$ cat src/rtl/dtcm_arbiter.sv
`default_nettype none
// ============================================================================
//  Module      : dtcm_arbiter
//  Description : Two-port arbiter and access sequencer for the single-port
//                data TCM (1024x32, byte write enables, 1-cycle read).
//                The core port has fixed priority over the external port,
//                except when the external port has been refused MAX_WAIT
//                cycles in a row. The core side gets store lane steering,
//                load extraction with sign/zero extension, and
//                misalignment detection.
//  Revision    : 1.0 - initial release
// ============================================================================
module dtcm_arbiter #(
    parameter int unsigned MAX_WAIT = 4
) (
    input  logic        clk,
    input  logic        rst_n,
    // core load/store port
    input  logic        core_req,
    input  logic        core_we,
    input  logic [31:0] core_addr,
    input  logic [1:0]  core_size,
    input  logic        core_uns,
    input  logic [31:0] core_wdata,
    output logic        core_gnt,
    output logic        core_err,
    output logic        core_rvalid,
    output logic [31:0] core_rdata,
    // external port
    input  logic        ext_req,
    input  logic        ext_we,
    input  logic [31:0] ext_addr,
    input  logic [3:0]  ext_be,
    input  logic [31:0] ext_wdata,
    output logic        ext_gnt,
    output logic        ext_rvalid,
    output logic [31:0] ext_rdata,
    // TCM macro
    output logic [31:0] tcm_addr,
    output logic [3:0]  tcm_wen,
    output logic [31:0] tcm_wdata,
    input  logic [31:0] tcm_rdata
);

    localparam int unsigned   CNT_W      = 4;
    localparam logic [CNT_W-1:0] WAIT_LIMIT = CNT_W'(MAX_WAIT);
    localparam logic [1:0]    SIZE_BYTE  = 2'd0;
    localparam logic [1:0]    SIZE_HALF  = 2'd1;
    localparam logic          OWNER_CORE = 1'b0;
    localparam logic          OWNER_EXT  = 1'b1;

    logic [CNT_W-1:0] wait_cnt_q, wait_cnt_d;
    logic             rd_pend_q, rd_pend_d;
    logic             rd_owner_q, rd_owner_d;
    logic [1:0]       lane_q, lane_d;
    logic [1:0]       size_q, size_d;
    logic             uns_q, uns_d;
    logic [31:0]      addr_hold_q, addr_hold_d;

    logic             ext_pri;
    logic             core_mis;
    logic [3:0]       core_wen_steer;
    logic [31:0]      core_wdata_steer;
    logic [31:0]      rd_shifted;
    logic [31:0]      core_rdata_ext;

    // Word address within the TCM ignores the byte-lane bits of the ext port.
    logic             unused_ext_lsb;
    assign unused_ext_lsb = ^ext_addr[1:0];

    // Same-cycle grant: core wins unless the ext port has waited long enough.
    // Grants are held off while reset is asserted so every output reads 0.
    assign ext_pri  = (wait_cnt_q == WAIT_LIMIT);
    assign core_gnt = rst_n & core_req & ~(ext_req & ext_pri);
    assign ext_gnt  = rst_n & ext_req & ~(core_req & ~ext_pri);

    // Misalignment: half needs a[0]=0, word (and reserved size) needs a[1:0]=0.
    always_comb begin
        core_mis = 1'b0;
        case (core_size)
            SIZE_BYTE: core_mis = 1'b0;
            SIZE_HALF: core_mis = core_addr[0];
            default:   core_mis = (core_addr[1:0] != 2'b00);
        endcase
    end
    assign core_err = core_gnt & core_mis;

    // Core store lane steering: replicate the LSB-justified data across lanes.
    always_comb begin
        core_wen_steer   = 4'b1111;
        core_wdata_steer = core_wdata;
        case (core_size)
            SIZE_BYTE: begin
                core_wen_steer   = 4'b0001 << core_addr[1:0];
                core_wdata_steer = {4{core_wdata[7:0]}};
            end
            SIZE_HALF: begin
                core_wen_steer   = core_addr[1] ? 4'b1100 : 4'b0011;
                core_wdata_steer = {2{core_wdata[15:0]}};
            end
            default: begin
                core_wen_steer   = 4'b1111;
                core_wdata_steer = core_wdata;
            end
        endcase
    end

    // TCM drive mux; the address holds its last granted value when idle.
    always_comb begin
        tcm_addr  = addr_hold_q;
        tcm_wen   = 4'b0000;
        tcm_wdata = 32'h0;
        if (core_gnt) begin
            tcm_addr  = {core_addr[31:2], 2'b00};
            tcm_wdata = core_wdata_steer;
            tcm_wen   = (core_we && !core_mis) ? core_wen_steer : 4'b0000;
        end else if (ext_gnt) begin
            tcm_addr  = {ext_addr[31:2], 2'b00};
            tcm_wdata = ext_wdata;
            tcm_wen   = ext_we ? ext_be : 4'b0000;
        end
        addr_hold_d = tcm_addr;
    end

    // Next-state for the read pipeline and the starvation counter.
    always_comb begin
        rd_pend_d  = (core_gnt && !core_we && !core_mis) || (ext_gnt && !ext_we);
        rd_owner_d = rd_owner_q;
        lane_d     = lane_q;
        size_d     = size_q;
        uns_d      = uns_q;
        if (rd_pend_d) begin
            rd_owner_d = core_gnt ? OWNER_CORE : OWNER_EXT;
            lane_d     = core_addr[1:0];
            size_d     = core_size;
            uns_d      = core_uns;
        end

        wait_cnt_d = wait_cnt_q;
        if (!ext_req || ext_gnt) begin
            wait_cnt_d = '0;
        end else if (wait_cnt_q != WAIT_LIMIT) begin
            wait_cnt_d = wait_cnt_q + 1'b1;
        end
    end

    // State registers; an asserted reset drops any read still in flight.
    always_ff @(posedge clk or negedge rst_n) begin
        if (!rst_n) begin
            wait_cnt_q  <= '0;
            rd_pend_q   <= 1'b0;
            rd_owner_q  <= OWNER_CORE;
            lane_q      <= 2'b00;
            size_q      <= 2'b00;
            uns_q       <= 1'b0;
            addr_hold_q <= 32'h0;
        end else begin
            wait_cnt_q  <= wait_cnt_d;
            rd_pend_q   <= rd_pend_d;
            rd_owner_q  <= rd_owner_d;
            lane_q      <= lane_d;
            size_q      <= size_d;
            uns_q       <= uns_d;
            addr_hold_q <= addr_hold_d;
        end
    end

    assign core_rvalid = rd_pend_q & (rd_owner_q == OWNER_CORE);
    assign ext_rvalid  = rd_pend_q & (rd_owner_q == OWNER_EXT);

    // Load extraction: shift the addressed lane down, then extend by size.
    assign rd_shifted = tcm_rdata >> {lane_q, 3'b000};
    always_comb begin
        core_rdata_ext = tcm_rdata;
        case (size_q)
            SIZE_BYTE: core_rdata_ext = uns_q ? {24'h0, rd_shifted[7:0]}
                                              : {{24{rd_shifted[7]}}, rd_shifted[7:0]};
            SIZE_HALF: core_rdata_ext = uns_q ? {16'h0, rd_shifted[15:0]}
                                              : {{16{rd_shifted[15]}}, rd_shifted[15:0]};
            default:   core_rdata_ext = tcm_rdata;
        endcase
    end

    assign core_rdata = core_rvalid ? core_rdata_ext : 32'h0;
    assign ext_rdata  = ext_rvalid ? tcm_rdata : 32'h0;

endmodule
`default_nettype wire

$ cat config.mk
export PLATFORM = sky130hd
export DESIGN_NAME = dtcm_arbiter
export DESIGN_NICKNAME = d
export VERILOG_FILES = /design/src/rtl/dtcm_arbiter.sv
export SDC_FILE = /design/constraint.sdc
export NUM_CORES = 1
export LEC_CHECK = 0
export CORE_AREA = 3 3 118 120
export CTS_CLUSTER_SIZE = 40
export DETAILED_ROUTE_END_ITERATION = 7
export DIE_AREA = 0 0 121 123
export GPL_ROUTABILITY_DRIVEN = 0
export PLACE_DENSITY = 0.71
export SYNTH_ARGS = -nofsm -noshare
export SYNTH_HDL_FRONTEND = slang
export SYNTH_SLANG_ARGS = --single-unit
$ cat constraint.sdc
create_clock -name clk -period 3.4 [get_ports clk]
set_input_delay 0.51 -clock clk [delete_from_list [all_inputs] [get_ports clk]]
set_output_delay 0.51 -clock clk [all_outputs]
set_load 0.01 [all_outputs]
==> results by group <==
Global routing
  • Layer carrying the most global-route usage: met2
  • Met1 track demand over resource: 24.9%
  • Grt met3 use: 5.90%
  • Pin count of the biggest net entering global routing: 38
  • Initial antenna violation count: 1
  • Global-route wire length before repair: 24.1 mm
  • GRT Total Usage: 20.1%
  • Vias in the first global route: 4436
  • Total grt overflow: 0
  • Met2 global-route usage: 35.5%

Die
  • Std-Cell Core Area: 0.0131 mm2
  • I/O pin count: 310
  • Floorplan die area: 0.0149 mm2
  • Floorplan die height: 123 um
  • Chip width: 121 um
  • Initial core utilization: 27.3%
  • Site row count: 42

Routing
  • DRC violations left: 0
  • Number of vias in the routed layout: 4587
  • Wire length per cell: 18.3 um
  • Drt via density: 5.10
  • Routed WL: 16.4 mm
  • Iter 0 DRT Violations: 327
  • Pre-Repair DR Iteration Count: 4
  • Remaining number of nets flagged by the antenna check after routing: 0

Timing
  • # setup viols final: 0
  • Achievable Freq: 310 MHz
  • Normalized max-slew margin: 62.9%
  • Max-slew violation count: 0
  • Number of endpoints with negative hold slack in the final report: 0
  • Final worst setup slack: 175 ps
  • Worst clock skew: 5.44 ps
  • Unrepaired setup endpoints after global routing: no
  • Actual slew at the worst max-slew pin: 556 ps
  • Aggregate negative setup slack: 0 ps
  • Final worst path period need: 3230 ps
  • Period utilisation layout: 94.9%

CTS
  • Clock edge transition at the registers on the reported setup and hold paths: 60 ps
  • Total number of clock tree sinks: 43
  • Hold buffer count at cts: 0
  • Insertion delay to the later sink of the worst-skew pair: 280 ps
  • H-tree lvl count: 2
  • Num CTS Buffers: 5
  • Clock Path Buffers: 2
  • Clock tree from TritonCTS: built
  • Library cell used as clock root buffer: sky130_fd_sc_hd__clkbuf_16

Setup path
  • Slack of the worst reg-to-reg path: 1090 ps
  • Critical path data arrival time: 2720 ps
  • Kind of critical path: flop to output port
  • Sort of element at the start of the critical path: flop
  • Kind of capture point of the worst setup path: output port
  • Required time of the worst setup path: 2890 ps
  • Critical register-to-register path startpoint: wait_cnt_q[0]
  • Origin of the worst setup path: wait_cnt_q[0]
  • Largest fanout on the critical path: 30

Run status
  • Outcome: completed

Layout
  • Final Instance Area: 0.00710 mm2
  • Inserted Diodes: 0
  • Syn-to-layout area delta: 99.0%
  • Finished Layout Cells: 900
  • Fraction of final layout cells sized beyond drive strength 1: 5.94%
  • Net count, final: 898

Placement
  • Cell area reported after detailed placement: 0.00690 mm2
  • Port Buffer Count: 307
  • DP Worst Slack: 176 ps
  • Number of cells in the design after placement: 891
  • Half-perimeter wire length after placement: 13.1 mm

Logic synthesis
  • Warnings from Yosys: 0
  • Gate count after technology mapping: 428
  • Number of storage elements in the synthesis netlist: 43
  • Synthesized area per cell: 8.33 um2
  • Post-Synthesis Cell Area: 0.00357 mm2
  • Post-synthesis sequential area ratio: 30.2%
  • Number of nets in the synthesized netlist: 603
  • Post-synthesis cell type count: 41

Hold path
  • Path category of the worst min-delay check: input port to asynchronous set/reset pin

Power and ir drop
  • Total power draw: 0.00233 W
  • Total power per unit cell area: 329 mW/mm2
  • Leakage power: 3.19 nW
  • Largest voltage drop on the vdd net: 0.000237 V

Flow run
  • Max Cap Violations: 0
-- cell type report --
type                            count  area (um2)
Fill cell                        1180        5990
Sequential cell                    43        1080
Inverter                           10        37.5
Multi-Input combinational cell    335        2280
Tap cell                          176         220
Clock inverter                      2        60.1
Clock buffer                        6         129
Timing Repair Buffer              328        3290
-- layout by cell type (no fill, tap or decap), drive strengths merged, types with 2 or more instances in the layout --
cell type      instances
nor2                  25
nor3                   2
o21ai                 42
bufinv                 2
nand2b                 5
buf                   22
a221o                 30
a21oi                 25
o211a                  7
mux2i                 32
nand3b                 2
o31ai                  4
inv                   10
clkbuf                 6
clkdlybuf4s50        306
nand3                  6
and2                   3
mux2                   6
dfrtp                 43
ha                     2
a22o                   8
a21o                  17
nand2                 34
and3                  70
xnor2                  3
-- cells by family after synthesis --
logic type | after synthesis | synth area share [%]
simple gates | 149 | 22.0
compound gates | 141 | 28.6
buf+inv | 50 | 6.03
flops | 43 | 30.2
mux | 39 | 11.5
xor+xnor | 4 | 0.983
fa+ha+maj | 2 | 0.702
-- worst max-delay path, stage by stage, from the launching register on --
cell and delay (ps):
sky130_fd_sc_hd__dfrtp_1 410, sky130_fd_sc_hd__inv_1 70, sky130_fd_sc_hd__ha_1 190, sky130_fd_sc_hd__nand3b_1 220
sky130_fd_sc_hd__a21o_2 350, sky130_fd_sc_hd__buf_12 180, sky130_fd_sc_hd__and3_1 190, sky130_fd_sc_hd__a221o_1 290
sky130_fd_sc_hd__clkdlybuf4s50_1 520
-- power by group --
part / internal, W / switching (W)
registers: 0.000588 / 0.0000490
clock network: 0.000421 / 0.000187
logic: 0.000607 / 0.000481
total: 0.00162 / 0.000718
-- metrics by stage --
stage	hold WS (ps)	utilization [%]
6_report	196	54.2
5_1_grt	217	54.2
4_1_cts	198	54.2
3_5_place_dp	499	52.7
3_3_place_gp	493	52.7
2_1_floorplan	214	-
-- sequential cells by signal, indices dropped and copies added, names as in the netlist --
name and cells:
wait_cnt_q 4, uns_q 1, rd_owner_q 1, size_q 2, lane_q 2, addr_hold_q 32, rd_pend_q 1
-- cells in the mapped netlist --
library cell | instances | share of area, %
sky130_fd_sc_hd__nor3_1 | 2 | 0.28
sky130_fd_sc_hd__inv_2 | 1 | 0.11
sky130_fd_sc_hd__buf_6 | 1 | 0.32
sky130_fd_sc_hd__inv_1 | 9 | 0.95
sky130_fd_sc_hd__o31ai_1 | 4 | 0.84
sky130_fd_sc_hd__and2_1 | 3 | 0.53
sky130_fd_sc_hd__and3_1 | 70 | 12
sky130_fd_sc_hd__a22o_1 | 8 | 2.0
sky130_fd_sc_hd__nand2_1 | 34 | 3.6
sky130_fd_sc_hd__mux2i_1 | 32 | 9.0
sky130_fd_sc_hd__a221o_1 | 30 | 8.4
sky130_fd_sc_hd__o21ai_0 | 42 | 5.9
sky130_fd_sc_hd__a31oi_1 | 1 | 0.18
sky130_fd_sc_hd__o21bai_1 | 1 | 0.21
sky130_fd_sc_hd__buf_2 | 13 | 1.8
sky130_fd_sc_hd__o21a_1 | 1 | 0.21
sky130_fd_sc_hd__nand2b_2 | 1 | 0.25
sky130_fd_sc_hd__o32a_1 | 1 | 0.28
sky130_fd_sc_hd__a21o_1 | 17 | 3.6
sky130_fd_sc_hd__buf_1 | 1 | 0.11
sky130_fd_sc_hd__dfrtp_1 | 43 | 30
sky130_fd_sc_hd__nor2b_1 | 1 | 0.18
sky130_fd_sc_hd__nand3b_1 | 2 | 0.42
sky130_fd_sc_hd__mux2_2 | 6 | 1.9
sky130_fd_sc_hd__ha_1 | 2 | 0.70
sky130_fd_sc_hd__xnor2_1 | 3 | 0.74
sky130_fd_sc_hd__nor2_2 | 1 | 0.18
sky130_fd_sc_hd__nor3b_1 | 1 | 0.21
sky130_fd_sc_hd__a21oi_1 | 25 | 3.5
sky130_fd_sc_hd__a32oi_1 | 1 | 0.25
sky130_fd_sc_hd__a2111oi_4 | 1 | 0.77
sky130_fd_sc_hd__xor2_1 | 1 | 0.25
sky130_fd_sc_hd__o211a_1 | 7 | 2.0
sky130_fd_sc_hd__clkbuf_1 | 24 | 2.5
sky130_fd_sc_hd__nand3_1 | 6 | 0.84
sky130_fd_sc_hd__mux4_2 | 1 | 0.63
sky130_fd_sc_hd__buf_4 | 1 | 0.21
sky130_fd_sc_hd__o211ai_2 | 1 | 0.35
sky130_fd_sc_hd__nor2_1 | 24 | 2.5
sky130_fd_sc_hd__nand2b_1 | 4 | 0.70
sky130_fd_sc_hd__a211oi_1 | 1 | 0.21
-- repair_timing --
item / CTS / global route
gates resized for setup: 0 / 1
setup endpoints to repair: 0 / 33
setup buffers: 0 / 1
-- path summary, 6_finish.rpt --
path,endpoint,cells past startpoint
max,tcm_addr[14],8
min,wait_cnt_q[1],2
max reg2reg,lane_q[1],7
min reg2reg,addr_hold_q[1],1
max in group asynchronous,addr_hold_q[7],2
min in group clk,addr_hold_q[1],1
-- layer usage --
metal	wire (um)	up-vias	part of all wire, %
li1	-	2195	-
met1	6360	2145	39
met2	8230	233	50
met3	1730	12	10
met4	126	2	0.77
met5	10	-	0.061
No activity file was read; power rests on OpenSTA's default activity.
